File: src/rtl/xcorr_window_pkg.sv
// Shared types, packing widths and helpers for the sliding-window cross-correlator.
package xcorr_window_pkg;

    typedef enum logic [1:0] {
        ST_IDLE,
        ST_ISSUE,
        ST_WAIT,
        ST_DONE
    } state_t;

    localparam int SAMPLE_W         = 32;              // {I[31:16],Q[15:0]}
    localparam int HALF_W           = 16;
    localparam int WIN_LEN          = 16;
    localparam int SLICE_LEN        = 4;
    localparam int LANES_W          = SLICE_LEN * SAMPLE_W;
    localparam int SUM_W            = 64;              // {I[63:32],Q[31:0]}
    localparam int ACC_W            = 34;
    localparam int MAG_W            = 35;
    localparam int MULT_LAT_DEFAULT = 5;

    // Default coefficient: (1,0) in {I,Q} packing.
    localparam logic [SAMPLE_W-1:0] COEFF_ONE = 32'h0001_0000;

    // Samples arrive as {I,Q}; stage_mult lanes want I in the low half (X2j) and Q above it (X2j+1).
    function automatic logic [SAMPLE_W-1:0] swap_iq(input logic [SAMPLE_W-1:0] s);
        return {s[HALF_W-1:0], s[SAMPLE_W-1:HALF_W]};
    endfunction

    // Magnitude of a two's-complement accumulator value; -2^33 maps to 2^33, which still fits.
    function automatic logic [ACC_W-1:0] abs_acc(input logic [ACC_W-1:0] v);
        return v[ACC_W-1] ? (~v + 1'b1) : v;
    endfunction

endpackage

File: src/rtl/xcorr_window_coeff_rom.sv
// Coefficient ROM: one slice (four words, addresses 4k+0..4k+3) per read, registered output.
// Output lanes are already in stage_mult Y packing and read as zero when no read is requested.
module xcorr_coeff_rom
    import xcorr_window_pkg::*;
#(
    parameter logic [WIN_LEN*SAMPLE_W-1:0] COEFF_TABLE = {WIN_LEN{COEFF_ONE}}
) (
    input  logic               clock,
    input  logic               reset,
    input  logic               rd_en,
    input  logic [1:0]         slice,
    output logic [LANES_W-1:0] rd_data
);

    // Registered read of the addressed slice; zero between reads keeps mult_y quiet outside ISSUE.
    always_ff @(posedge clock or posedge reset) begin
        if (reset) begin
            rd_data <= '0;
        end else if (rd_en) begin
            for (int j = 0; j < SLICE_LEN; j++) begin
                rd_data[SAMPLE_W*j +: SAMPLE_W] <=
                    swap_iq(COEFF_TABLE[SAMPLE_W*(SLICE_LEN*int'(slice) + j) +: SAMPLE_W]);
            end
        end else begin
            rd_data <= '0;
        end
    end

endmodule

File: src/rtl/xcorr_window.sv
// Sliding-window complex cross-correlator: issues four 4-sample slices to stage_mult,
// accumulates the partial sums and reports correlation, |I|+|Q| and running-peak detection.
module xcorr_window
    import xcorr_window_pkg::*;
#(
    parameter int                          MULT_LAT    = MULT_LAT_DEFAULT,
    parameter logic [MAG_W-1:0]            THRESHOLD   = 35'd4096,
    parameter int                          TIMEOUT     = 16,
    parameter logic [WIN_LEN*SAMPLE_W-1:0] COEFF_TABLE = {WIN_LEN{COEFF_ONE}}
) (
    input  logic                clock,
    input  logic                reset,
    input  logic [SAMPLE_W-1:0] sample_in,
    input  logic                sample_in_strobe,
    output logic                in_ready,
    output logic [LANES_W-1:0]  mult_x,
    output logic [LANES_W-1:0]  mult_y,
    output logic                mult_strobe,
    output logic                mult_enable,
    input  logic [SUM_W-1:0]    mult_sum,
    input  logic                mult_strobe_in,
    output logic [ACC_W-1:0]    corr_i,
    output logic [ACC_W-1:0]    corr_q,
    output logic [MAG_W-1:0]    corr_mag,
    output logic                corr_strobe,
    output logic                peak_valid,
    output logic [15:0]         peak_index,
    input  logic                peak_clear,
    output logic                overflow,
    output logic                error
);

    // Wait counter sized with room for the multiplier latency on top of the timeout.
    localparam int WAIT_CNT_W = $clog2(TIMEOUT + MULT_LAT + 1);

    state_t                state;
    logic [SAMPLE_W-1:0]   window [WIN_LEN];
    logic [15:0]           sample_count;
    logic [4:0]            fill_count;
    logic [1:0]            k;
    logic [1:0]            ret_cnt;
    logic [WAIT_CNT_W-1:0] wait_cnt;
    logic [ACC_W-1:0]      acc_i, acc_q;
    logic [MAG_W-1:0]      max_mag;

    logic                  rom_rd;
    logic [1:0]            rom_slice;
    logic [1:0]            k_next;
    logic [LANES_W-1:0]    first_x, next_x;
    logic [ACC_W-1:0]      next_i, next_q;
    logic [MAG_W-1:0]      next_mag, max_eff;
    logic                  window_full, new_peak;

    assign mult_enable = ~reset;
    assign k_next      = k + 2'd1;
    assign window_full = (fill_count == 5'(WIN_LEN));

    assign next_i   = acc_i + {{(ACC_W-32){mult_sum[63]}}, mult_sum[63:32]};
    assign next_q   = acc_q + {{(ACC_W-32){mult_sum[31]}}, mult_sum[31:0]};
    assign next_mag = {1'b0, abs_acc(next_i)} + {1'b0, abs_acc(next_q)};
    // A clear coinciding with a result takes effect before the compare.
    assign max_eff  = peak_clear ? '0 : max_mag;
    assign new_peak = (next_mag > max_eff) && (next_mag > THRESHOLD);

    // Slice operands: slice 0 comes from the window as it will look after the shift, later slices from the window.
    always_comb begin
        // NOTE: every always_comb output gets a default first, otherwise a missed branch infers a latch.
        first_x   = '0;
        next_x    = '0;
        rom_rd    = 1'b0;
        rom_slice = 2'd0;
        first_x[SAMPLE_W-1:0] = swap_iq(sample_in);
        for (int j = 1; j < SLICE_LEN; j++) begin
            first_x[SAMPLE_W*j +: SAMPLE_W] = swap_iq(window[j-1]);
        end
        for (int j = 0; j < SLICE_LEN; j++) begin
            next_x[SAMPLE_W*j +: SAMPLE_W] = swap_iq(window[{k_next, 2'(j)}]);
        end
        if (state == ST_IDLE && sample_in_strobe) begin
            rom_rd    = 1'b1;
            rom_slice = 2'd0;
        end else if (state == ST_ISSUE && k != 2'd3) begin
            rom_rd    = 1'b1;
            rom_slice = k_next;
        end
    end

    xcorr_coeff_rom #(
        .COEFF_TABLE(COEFF_TABLE)
    ) u_rom (
        .clock  (clock),
        .reset  (reset),
        .rd_en  (rom_rd),
        .slice  (rom_slice),
        .rd_data(mult_y)
    );

    // Control FSM with registered outputs: accept, issue four slices, collect four sums, report.
    always_ff @(posedge clock or posedge reset) begin
        if (reset) begin
            state        <= ST_IDLE;
            // NOTE: the 16-entry window is a small register array, not a RAM, so clearing it on reset is cheap and required.
            for (int n = 0; n < WIN_LEN; n++) window[n] <= '0;
            sample_count <= '0;
            fill_count   <= '0;
            k            <= '0;
            ret_cnt      <= '0;
            wait_cnt     <= '0;
            acc_i        <= '0;
            acc_q        <= '0;
            max_mag      <= '0;
            in_ready     <= 1'b1;
            mult_x       <= '0;
            mult_strobe  <= 1'b0;
            corr_i       <= '0;
            corr_q       <= '0;
            corr_mag     <= '0;
            corr_strobe  <= 1'b0;
            peak_valid   <= 1'b0;
            peak_index   <= '0;
            overflow     <= 1'b0;
            error        <= 1'b0;
        end else begin
            // NOTE: non-blocking assignments throughout; the later peak update deliberately overrides the clear.
            corr_strobe <= 1'b0;
            peak_valid  <= 1'b0;
            if (peak_clear) max_mag <= '0;
            if (sample_in_strobe && !in_ready) overflow <= 1'b1;
            if (mult_strobe_in && (state == ST_IDLE || state == ST_ISSUE)) error <= 1'b1;

            case (state)
                ST_IDLE: begin
                    if (sample_in_strobe) begin
                        window[0] <= sample_in;
                        for (int n = 1; n < WIN_LEN; n++) window[n] <= window[n-1];
                        sample_count <= sample_count + 16'd1;
                        if (!window_full) fill_count <= fill_count + 5'd1;
                        k           <= 2'd0;
                        mult_x      <= first_x;
                        mult_strobe <= 1'b1;
                        in_ready    <= 1'b0;
                        state       <= ST_ISSUE;
                    end
                end
                ST_ISSUE: begin
                    if (k == 2'd3) begin
                        mult_x      <= '0;
                        mult_strobe <= 1'b0;
                        ret_cnt     <= '0;
                        wait_cnt    <= '0;
                        state       <= ST_WAIT;
                    end else begin
                        k      <= k_next;
                        mult_x <= next_x;
                    end
                end
                ST_WAIT: begin
                    if (mult_strobe_in && ret_cnt == 2'd3) begin
                        corr_i      <= next_i;
                        corr_q      <= next_q;
                        corr_mag    <= next_mag;
                        corr_strobe <= window_full;
                        acc_i       <= '0;
                        acc_q       <= '0;
                        if (window_full && new_peak) begin
                            max_mag    <= next_mag;
                            peak_index <= sample_count;
                            peak_valid <= 1'b1;
                        end
                        state <= ST_DONE;
                    end else if (wait_cnt == WAIT_CNT_W'(TIMEOUT - 1)) begin
                        error    <= 1'b1;
                        acc_i    <= '0;
                        acc_q    <= '0;
                        in_ready <= 1'b1;
                        state    <= ST_IDLE;
                    end else begin
                        if (mult_strobe_in) begin
                            acc_i   <= next_i;
                            acc_q   <= next_q;
                            ret_cnt <= ret_cnt + 2'd1;
                        end
                        wait_cnt <= wait_cnt + 1'b1;
                    end
                end
                ST_DONE: begin
                    in_ready <= 1'b1;
                    state    <= ST_IDLE;
                end
                default: state <= ST_IDLE;
            endcase
        end
    end

endmodule

File: config.mk
export PLATFORM = sky130hd
export DESIGN_NAME = xcorr_window
export DESIGN_NICKNAME = d
export VERILOG_FILES = /design/src/rtl/xcorr_window_pkg.sv /design/src/rtl/xcorr_window_coeff_rom.sv /design/src/rtl/xcorr_window.sv
export SDC_FILE = /design/constraint.sdc
export NUM_CORES = 2
export LEC_CHECK = 0
export BUFFER_PORTS_ARGS = -buffer_cell sky130_fd_sc_hd__buf_2
export CAP_MARGIN = 10
export CORE_ASPECT_RATIO = 0.8
export CORE_UTILIZATION = 24
export DETAILED_ROUTE_END_ITERATION = 10
export GPL_TIMING_DRIVEN = 0
export SLEW_MARGIN = 20
export SYNTH_ARGS = -nofsm -noshare
export SYNTH_HDL_FRONTEND = slang
export SYNTH_SLANG_ARGS = --single-unit
File: constraint.sdc
create_clock -name clock -period 35.7 [get_ports clock]
set_input_delay 7.14 -clock clock [delete_from_list [all_inputs] [get_ports clock]]
set_output_delay 7.14 -clock clock [all_outputs]
set_load 0.05 [all_outputs]
* Word-level counts from Yosys, hierarchy flattened
Cells that the tools add are included.
** Storage, ports and cells
- Register bits :: 1028
- Bits in latches :: 0
- Memory bits (writable) :: 0
- Memory bits (read-only) :: 0
- Memories :: 0
** Operators by class
- $add $sub $neg :: 13
- Multiply operators :: 0
- Div/mod/pow operators :: 0
- $lt $le $gt $ge :: 6
- Eq/ne operators :: 16
- Shifts and indexed selects :: 4
- Mux-type cells :: 65
- Bitwise operators :: 8
- Reduce and logical (&&, ||, !) cells :: 26
** Operators with widths (number)
- 512-bit by 32-bit variable part select with 32-bit output (first input constant) :: 3
- 32-bit binary-select mux with 4-bit select :: 4
- 512-bit by 10-bit variable part select with 32-bit output (first input constant) :: 1
- 128-bit two-way mux :: 3
- 34-bit two-way mux :: 8
- 32-bit two-way mux :: 8
- 128-bit one-hot mux with 2 select lines :: 1
- 35-bit two-way mux :: 4
- 34-bit by 1-bit adder with 34-bit output (second input constant) :: 2
- 34-bit adder :: 2
- 34-bit inverter :: 2
- 34-bit by 34-bit adder with 35-bit output :: 1
- 35-bit by 13-bit > comparator with 1-bit output (second input constant) :: 1
- 35-bit > comparator :: 1
- 2-bit two-way mux :: 12
- 5-bit >= comparator (second input constant) :: 4
- 4-bit inverter with 5-bit output :: 4
- 16-bit by 1-bit adder with 16-bit output (second input constant) :: 1
- 1-bit two-way mux :: 16
- 5-bit two-way mux :: 3
- 3-bit AND reduction :: 5
- 2-bit != test (second input constant) :: 7
- 4-bit by 2-bit adder with 5-bit output (second input constant) :: 2
- 5-bit by 1-bit adder with 5-bit output (second input constant) :: 2
- 23 further kinds :: 41

* Longest topological paths before layout
- Word-level depth :: 11
- Mapped depth :: 37
- Mapped depth without buffers :: 33

* Cells and area by module
Synthesis repeated with hierarchy kept, for this count alone.
** Unflattened totals
- Cells, all modules :: 5017
- Area total of the unflattened synthesis :: 47102.7 µm²
** By module, submodules not included
- xcorr_window :: times used 1, cells each 4887, area an instance 46116.7 µm², sequential area each 22522.9 µm²
- xcorr_coeff_rom :: times used 1, cells each 130, area an instance 985.9 µm², sequential area each 25.0 µm²

* Worst setup path before layout
No wires, ideal clock.
- Path kind :: in2out
- Start :: input port reset
- End :: output port mult_enable
- Arrival :: 25877 ps
- Setup slack :: 2683 ps
- Stages :: 1
- Buffers on the path :: 0
- Cells stage by stage :: inv_1
** On the way
- Word-level cells in the longest chain between the ends :: 1
** RTL lines
- start, declared :: RTL line xcorr_window.sv:12 : input logic reset,
- 1-bit inverter :: RTL line xcorr_window.sv:54 : assign mult_enable = ~reset;
- end, declared :: RTL line xcorr_window.sv:19 : output logic mult_enable,
Every way passes these cells.

* Final worst setup path
- Start :: input port mult_sum[42]
- End :: register max_mag[25]
** On the way
- Word-level cells in the longest chain between the ends :: 11
- Elaborated cells on any way between the ends :: 12
- Those cells by class :: add/sub: 3; order compare: 2; mux: 4; bitwise: 1; reduce/logical: 2
** RTL lines
- start, declared :: RTL line xcorr_window.sv:20 : input logic [SUM_W-1:0] mult_sum,
- 34-bit adder (*) :: RTL line xcorr_window.sv:58 : assign next_i = acc_i + {{(ACC_W-32){mult_sum[63]}}, mult_sum[63:32]};
- 34-bit inverter :: RTL line xcorr_window_pkg.sv:31 : return v[ACC_W-1] ? (~v + 1'b1) : v;
- 34-bit by 1-bit adder with 34-bit output :: RTL line xcorr_window_pkg.sv:31
- 34-bit two-way mux (*) :: RTL line xcorr_window_pkg.sv:31
- 34-bit by 34-bit adder with 35-bit output (*) :: RTL line xcorr_window.sv:60 : assign next_mag = {1'b0, abs_acc(next_i)} + {1'b0, abs_acc(next_q)};
- named net next_mag[34] :: RTL line xcorr_window.sv:51 : logic [MAG_W-1:0] next_mag, max_eff;
- 35-bit > comparator / 35-bit by 13-bit > comparator with 1-bit output (equally long branches) :: RTL line xcorr_window.sv:63 : assign new_peak = (next_mag > max_eff) && (next_mag > THRESHOLD);
- 1-bit logical AND (*) :: RTL line xcorr_window.sv:63
- 1-bit logical AND (*) :: RTL line xcorr_window.sv:165 : if (window_full && new_peak) begin
- 35-bit two-way mux (*) :: RTL line xcorr_window.sv:165
- 35-bit two-way mux (*) :: RTL line xcorr_window.sv:158 : if (mult_strobe_in && ret_cnt == 2'd3) begin
- 35-bit two-way mux (*) :: RTL line xcorr_window.sv:131 : case (state)
- end signal, assigned :: RTL line xcorr_window.sv:166 : max_mag <= next_mag;
- end, declared :: RTL line xcorr_window.sv:44 : logic [MAG_W-1:0] max_mag;
The timed path passes the listed nets; every way through them passes the cells marked *.
A chain may end at the register's enable or synchronous reset.

==> results.yml <==
status:
  outcome: "finished clean"
clock_network:
  cts_buffer_depth: 3
  cts.clk_slew.worst_paths_ns: 0.06
  cts_tree: "built"
  clock_latency_ns: 0.73
  root_buffer: "clkbuf_16"
  cts_max_level: 3
  post_cts_buffers: 0
  postCtsHoldBufs: 0
  clock_sinks: 901
  cts_inserted_buffers: 101
  cts_resized: 0
sta:
  fin_ws_ns: 19.31
  post-route-period-util: 0.459
  fin_skew_ns: 0.0667
  max_freq_mhz: 61.0
  slew_viol_final: 0
  worst_slew_pin_slew_ns: 1.21
  setup_viol: 0
  whs_ns: 0.457
  min_period_ns: 16.39
  relSlewSlack: 0.194
  report.final.hold_viol_count: 0
  rsz0062_at_grt: "false"
synthesis:
  syn_area_um2: 46700
  synth-edff-count: 0
  async_reset_ff_frac: 1.00
  yosysUniqueCellTypes: 92
  ys_seq_elements: 901
  ys_seq_area_frac: 0.483
  synth_cells: 4982
  avgSynthCellArea_um2: 9.38
  yosysWarnings: 0
  ys.flop_type: "dfrtp_1"
critical_path:
  cp_slowest_cell: "a21oi_1"
  arrival_ns: 16.94
  cp-end-kind: "flip-flop"
  cp_common_cell: "a21o_1"
  ff2ff_path_depth: 32
  crit_fanout: 10
  cp-start-kind: "input pin"
  critPathKind: "input pin to flip-flop"
  required_ns: 36.25
  slowest_delay_ns: 0.63
routing:
  drc: 0
  wl_per_cell_um: 21.7
  via_count: 39900
  drt-pass1-iter-count: 6
  antenna_left: 0
  drt_iter0_drc: 4437
  drt-vias-per-instance: 4.85
  wl_um: 178000
placed_design:
  dpl.hpwl_um: 131000
  pre_cts_ws_ns: 18.80
  port_buffers: 357
  place_congestion: 0.939
floorplan:
  die_area_um2: 196000
  core_um2: 193000
  chipHeight_um: 397
  io_pins: 483
  die_w_um: 495
  fp-row-count: 144
  start_util: 0.242
layout:
  drive_gt1_frac: 0.163
  mostFrequentLayoutCells: "nand2_1, dfrtp_1, buf_2"
  nets: 5823
  fill_cells: 20200
  final_common_cell: "nand2_1"
  synthToLayoutAreaGrowth_pct: 20.1
hold_path:
  hp-class: "flip-flop to flip-flop"
  holdPathStages: 1
global_routing:
  grt_max_degree: 103
  antenna_found_initial: 8
  grt_overflow: 0
  grt_pass1_vias: 38600
  grt_pass1_wl_um: 260000
  grt.total_usage: 0.179
flow_run:
  drv_cap: 0
-- kinds of logic (layout without fill, tap and decap cells) --
group                      count (synthesis)  after routing  share of synthesized area
AOI/OAI and AO/OA                        698            698                     0.0916
other                                      1            130                  0.0000803
DFF                                      901            901                      0.483
muxes                                    339            339                      0.110
and+or+nand+nor                         2261           2261                      0.196
adders and majority gates                145            145                     0.0393
buffers and inverters                    471           1029                     0.0490
xor gates and xnor gates                 166            166                     0.0314
-- flip-flops by register name, summed over array words and instances (netlist names), 2 cells and up --
| register | cells |
|---|---|
| corr_q | 34 |
| corr_i | 34 |
| wait_cnt | 5 |
| acc_q | 34 |
| window | 416 |
| mult_x | 128 |
| fill_count | 5 |
| max_mag | 35 |
| k | 2 |
| first_x | 96 |
| ret_cnt | 2 |
| peak_index | 16 |
| state | 2 |
| corr_mag | 35 |
| acc_i | 34 |
| sample_count | 16 |
-- metal layers --
metal | vias to the layer above | routed length [µm] | track usage
li1 | 17700 | - | -
met1 | 19900 | 76000 | 0.246
met2 | 1899 | 74700 | 0.255
met3 | 368 | 18100 | 0.0497
met5 | - | 26 | 0
met4 | 4 | 9450 | 0.0891
-- worst max-delay path, delay by kind of cell --
kind / cells / cell delay (ns)
adders and majority gates: 3 / 1.12
muxes: 1 / 0.32
AOI/OAI and AO/OA: 16 / 5.36
xor gates and xnor gates: 1 / 0.21
and+or+nand+nor: 5 / 1.10
buffers and inverters: 7 / 1.66
-- per-stage QoR --
step | util | TNS (ns) | std cells | instance area [µm²]
final | 0.291 | 0 | 8224 | 56100
after global routing | 0.291 | 0 | 8222 | 56100
after CTS | 0.291 | 0 | 8218 | 56100
after detailed placement | 0.272 | 0 | 8029 | 52500
after global placement | 0.270 | -6673.96 | 8017 | 52200
after floorplan | - | 0 | 5105 | 47200
-- synth_stat cells (21+ instances only) --
master | number | share of area
a21o_1 | 40 | 0.0064
a21oi_1 | 116 | 0.012
a22o_1 | 29 | 0.0054
a31oi_1 | 23 | 0.0031
and3_1 | 25 | 0.0033
buf_1 | 21 | 0.0017
buf_4 | 131 | 0.021
clkbuf_1 | 222 | 0.018
dfrtp_1 | 900 | 0.48
ha_1 | 142 | 0.038
inv_1 | 87 | 0.0070
mux2_2 | 33 | 0.0080
mux2i_1 | 160 | 0.034
mux4_2 | 128 | 0.062
nand2_1 | 1888 | 0.15
nand2b_1 | 46 | 0.0062
nand3_1 | 50 | 0.0054
nand4_1 | 29 | 0.0039
nor2_1 | 113 | 0.0091
nor3_1 | 23 | 0.0025
o21ai_0 | 330 | 0.035
xnor2_1 | 120 | 0.023
xor2_1 | 45 | 0.0084
-- path summary, 6_finish.rpt --
check,start,end,slack (ns)
max in group asynchronous,reset,window[275],27.01
min in group asynchronous,reset,acc_q[27],6.47
max reg2reg,acc_i[10],max_mag[25],25.47
min reg2reg,overflow,overflow,0.46
min,overflow,overflow,0.46
max,mult_sum[42],max_mag[25],19.31
-- area by class of cell --
type,instances,area [µm²],area share
flip-flops and latches,901,22500,0.402
multi-input cells,3733,22300,0.398
well taps,2555,3200,0.0570
clock buffers,138,2910,0.0518
repair buffers,369,2080,0.0371
plain buffers,384,2000,0.0356
clock inverters,51,672,0.0120
inverters,87,334,0.00596
diodes,6,15.0,0.000268
Power is not shown: default switching activity piles up to over one toggle a cycle in this logic, so the estimate is an artifact.
